File: src/rtl/vbuf_chain.sv
// Elastic word buffer: a DEPTH-entry circular FIFO with one cycle of latency, or a
// combinational pass-through. A mode change is applied only once the buffer is empty.
module vbuf_chain #(
    parameter int WIDTH = 8,
    parameter int DEPTH = 4
) (
    input  logic                       clk,
    input  logic                       rst,
    input  logic                       bypass,
    input  logic                       flush,
    input  logic                       in_valid,
    output logic                       in_ready,
    input  logic [WIDTH-1:0]           in_data,
    output logic                       out_valid,
    input  logic                       out_ready,
    output logic [WIDTH-1:0]           out_data,
    output logic [$clog2(DEPTH+1)-1:0] count,
    output logic                       mode
);

    localparam int CW = $clog2(DEPTH + 1);
    localparam int PW = (DEPTH > 1) ? $clog2(DEPTH) : 1;
    localparam logic [PW-1:0] LAST_PTR = PW'(DEPTH - 1);
    localparam logic [CW-1:0] FULL_CNT = CW'(DEPTH);

    logic [WIDTH-1:0] r_mem [DEPTH];
    logic [PW-1:0]    r_wptr;
    logic [PW-1:0]    r_rptr;
    logic [CW-1:0]    r_count;
    logic             r_mode;

    logic [PW-1:0]    w_wptr_inc;
    logic [PW-1:0]    w_rptr_inc;
    logic [CW-1:0]    w_count_next;
    logic             w_mode_next;
    logic             w_push;
    logic             w_pop;

    assign w_wptr_inc = (r_wptr == LAST_PTR) ? '0 : r_wptr + 1'b1;
    assign w_rptr_inc = (r_rptr == LAST_PTR) ? '0 : r_rptr + 1'b1;

    // Handshake outputs. While flushing nothing moves in either direction, so the
    // pass-through also withholds out_valid rather than offer a word it cannot take.
    always_comb begin
        in_ready  = 1'b0;
        out_valid = 1'b0;
        out_data  = r_mem[r_rptr];
        if (r_mode) begin
            in_ready  = out_ready && !flush && !rst;
            out_valid = in_valid && !flush;
            out_data  = in_data;
        end else begin
            in_ready  = !rst && !flush && ((r_count != FULL_CNT) || out_ready);
            out_valid = (r_count != '0);
        end
    end

    assign w_push = in_valid && in_ready && !r_mode;
    assign w_pop  = out_valid && out_ready && !r_mode && !flush;

    always_comb begin
        w_count_next = r_count;
        case ({w_push, w_pop})
            2'b10:   w_count_next = r_count + 1'b1;
            2'b01:   w_count_next = r_count - 1'b1;
            default: w_count_next = r_count;
        endcase
        if (flush) begin
            w_count_next = '0;
        end
        // The transparent path stores nothing, so its count stays zero and bypass is
        // followed every edge; in registered mode it waits for the buffer to drain.
        w_mode_next = (w_count_next == '0) ? bypass : r_mode;
    end

    always_ff @(posedge clk or posedge rst) begin
        if (rst) begin
            r_wptr  <= '0;
            r_rptr  <= '0;
            r_count <= '0;
            r_mode  <= 1'b0;
        end else begin
            r_count <= w_count_next;
            r_mode  <= w_mode_next;
            if (flush) begin
                r_wptr <= '0;
                r_rptr <= '0;
            end else begin
                if (w_push) r_wptr <= w_wptr_inc;
                if (w_pop)  r_rptr <= w_rptr_inc;
            end
        end
    end

    // Storage needs no reset: the pointers and count alone decide what is valid.
    always_ff @(posedge clk) begin
        if (w_push) begin
            r_mem[r_wptr] <= in_data;
        end
    end

    assign count = r_count;
    assign mode  = r_mode;

endmodule

File: config.mk
export PLATFORM = sky130hd
export DESIGN_NAME = vbuf_chain
export DESIGN_NICKNAME = d
export VERILOG_FILES = /design/src/rtl/vbuf_chain.sv
export SDC_FILE = /design/constraint.sdc
export NUM_CORES = 1
export LEC_CHECK = 0
export BUFFER_PORTS_ARGS = -buffer_cell sky130_fd_sc_hd__buf_2
export CORE_UTILIZATION = 50
export CTS_BUF_LIST = sky130_fd_sc_hd__clkbuf_16
export DETAILED_ROUTE_END_ITERATION = 7
export GPL_TIMING_DRIVEN = 0
export PLACE_DENSITY = 0.83
export SYNTH_ARGS = -nofsm -noshare
export SYNTH_HDL_FRONTEND = slang
export SYNTH_SLANG_ARGS = --single-unit
File: constraint.sdc
create_clock -name clk -period 2.5 [get_ports clk]
set_input_delay 0.625 -clock clk [delete_from_list [all_inputs] [get_ports clk]]
set_output_delay 0.625 -clock clk [all_outputs]
set_load 0.01 [all_outputs]
==> reports/results.tsv <==
stage	metric	value	unit
run_status	outcome	finished with violations	
run_status	violations	negative setup slack	
setup_path	crit_buf_inv	0	
power_and_ir_drop	p_per_area	689	mW/mm2
setup_path	setup.worst_path.end_class	register	
layout	fin_area	0.00227	mm2
setup_path	path_class	reg2reg	
timing	maxSlewViolCount	0	
timing	rsz0062_at_grt	yes	
clocking	clk_path_buf_depth	2	
global_routing	grt_overflow_total	0	
global_routing	first_global_vias	1250	
setup_path	critPathLaunchType	register	
synth	syn_area	0.00182	mm2
floorplan	die_area	0.00388	mm2
drt	firstDrtPassIters	4	
setup_path	slowest_stage	dfrtp_2	
drt	drtAntennaViolNets	0	
clocking	cts_sinks	40	
synth	syn_inst	126	
timing	tightest_slew	0.561	ns
synth	ys_seq_area_share	63.9	%
layout	diodes	0	
layout	finalNetCount	188	
drt	drc_errors	0	
synth	synth_fp_nets	147	
power_and_ir_drop	irDropWorstVdd	0.000532	V
clocking	cts_root_buf	clkbuf_16	
layout	area_growth_syn_to_layout	24.9	%
floorplan	rows	21	
drt	detail_route.wl_per_cell	18.0	um
clocking	clkTransAtPathRegs	0.06	ns
setup_path	cpPeakStageDelay	0.44	ns
timing	skew	0.00265	ns
place	place_ws	-0.501	ns
drt	drt_iter0_markers	74	
drt	vias	1177	
drt	drt_wl_total	3.86	mm
timing	slew_headroom	62.6	%
place	io_buffers	27	
place	dpl_cell_area	0.00202	mm2
synth	yosysUniqueCellTypes	29	
floorplan	die_x	62.3	um
layout	drive_gt1_share	38.1	%
layout	stdcell_count	214	
timing	fin_crit_sh	107	%
timing	setup_viol	1	
setup_path	worstPathCellList	nor3_4, nor3b_2, nor2b_1, ha_4, fa_2, xnor2_1, or3_1, a31oi_1, mux2_2	
floorplan	io-pin-count	28	
global_routing	grt_antenna_before_repair	0	
global_routing	grt.total_usage	21.7	%
min_path	hold_path_class	in2async	
floorplan	start_util	53.2	%
global_routing	grt_max_degree	13	
setup_path	worstPathRequired	2.67	ns
power_and_ir_drop	power_leakage	0.914	nW
global_routing	grt_first_pass_wirelength	6.13	mm
synth	synth.avg_cell_area	14.4	um2
setup_path	crit_fanout	3	
place	dpl.cell_count	199	
layout	final_core_util	66.4	%
place	place_congestion	0.844	
job	max-cap-violations	0	
clocking	htree_levels	2	
timing	fin_crit	2.68	ns
synth	synth-seq-cells	40	
drt	vias_per_cell	5.50	
clocking	cts_made_buffers	5	
clocking	ctsHoldBuffers	0	
place	dp.final_hpwl	2.34	mm
synth	yosys_warnings	0	
clocking	cts_tree	built	
timing	clock.fmax	373	MHz
floorplan	die_h	62.3	um
setup_path	cp_top_family	simple AND/OR/NAND/NOR gates	
clocking	clk_latency	0.28	ns
setup_path	arrival	2.85	ns
timing	layout_setup_ws	-0.178	ns
layout	n_fill_cell	242	
timing	finalHoldViolCount	0	
floorplan	core_area	0.00342	mm2
## final timing paths
path                       slack [ns]  cells past startpoint                     to                  start
max                             -0.18                      9       mode$_DFFE_PP0N_     count[1]$_DFF_PP0_
min                              0.33                      2  r_wptr[1]$_DFFE_PP0P_                    rst
max reg2reg                     -0.18                      9       mode$_DFFE_PP0N_     count[1]$_DFF_PP0_
min reg2reg                      0.61                      2  r_wptr[0]$_DFFE_PP0P_  r_wptr[0]$_DFFE_PP0P_
max in group asynchronous        1.88                      2     count[0]$_DFF_PP0_                    rst
min in group clk                 0.57                      1  r_mem[0][0]$_DFFE_PP_             in_data[0]
## routing by layer
metal  share of wire (%)  wire [um]  global-route usage (%)
met3                 5.2        200                    6.07
met2                  53       2050                    37.9
met1                  41       1570                    25.5
met4                0.96         37                    8.14
met5                   0          0                       0
## cells in the final DEF (no fill, tap or decap), types with 3 or more instances in the layout
| master | n |
|---|---|
| edfxtp_1 | 32 |
| buf_2 | 28 |
| nand2_1 | 25 |
| mux4_2 | 8 |
| nor2_1 | 7 |
| buf_4 | 7 |
| ha_1 | 5 |
| clkbuf_16 | 5 |
| dfrtp_1 | 5 |
| mux2i_1 | 4 |
| inv_1 | 4 |
| and2_1 | 4 |
| a21oi_1 | 3 |
| dfrtp_2 | 3 |
## cell usage after synthesis, drive strengths merged
cell | instances | area [um2]
nor2b | 1 | 6.26
nor3 | 1 | 5.00
a21o | 1 | 7.51
dfrtp | 8 | 200
mux2i | 4 | 40.0
inv | 4 | 15.0
fa | 1 | 20.0
a31oi | 1 | 6.26
mux2 | 1 | 11.3
xor2 | 1 | 8.76
o21a | 1 | 7.51
clkinv | 1 | 3.75
nor2 | 8 | 30.0
clkbuf | 3 | 11.3
o21ai | 2 | 10.0
o2111ai | 1 | 15.0
or3b | 1 | 8.76
buf | 1 | 5.00
xnor2 | 1 | 8.76
and2 | 4 | 25.0
edfxtp | 32 | 961
o2111a | 1 | 11.3
nand3b | 1 | 7.51
ha | 6 | 75.1
mux4 | 8 | 180
nor3b | 2 | 15.0
nand2 | 25 | 93.8
a21oi | 3 | 15.0
or3 | 2 | 12.5
## where the power goes
group	internal [mW]	switching [mW]	leakage, nW
logic	0.0498	0.0691	0.437
clock network	0.465	0.244	0.0850
registers	0.728	0.00747	0.392
## area by class of cell
cell class / count / area [um2] / share of cell area [%]
inverters: 5 / 20.0 / 0.883
multi-input cells: 77 / 657 / 29.0
clock buffers: 5 / 125 / 5.52
well taps: 46 / 57.6 / 2.54
plain buffers: 4 / 17.5 / 0.772
flip-flops and latches: 40 / 1160 / 51.4
repair buffers: 34 / 188 / 8.27
clock inverters: 3 / 38.8 / 1.71
## what timing repair did
item	4_1_cts	5_1_grt
cloned	0	0
setup endpoints to repair	1	1
resized for setup	10	1
buffers inserted	5	2
pin swaps	3	2
## kinds of logic (layout without fill, tap and decap cells)
logic type	after synthesis	after routing	share of synthesized area, %
fa+ha+maj	7	7	5.23
simple gates	45	45	11.2
buf+inv	9	51	1.93
compound gates	10	10	3.99
mux	13	13	12.7
flops	40	40	63.9
xor+xnor	2	2	0.964
## per-stage QoR
stage,power (mW),hold WS [ns],TNS [ns]
6_report,1.56,0.332,-0.178
2_1_floorplan,0.808,0.455,-0.0846
4_1_cts,1.57,0.326,-0.138
3_3_place_gp,0.851,0.561,-0.366
3_5_place_dp,0.857,0.583,-0.546
5_1_grt,1.61,0.354,-0.250
## registers in the layout, indices dropped and copies added (netlist names)
signal and count:
count 3, mode 1, r_mem 32, r_rptr 2, r_wptr 2
No activity file was read; power rests on OpenSTA's default activity.
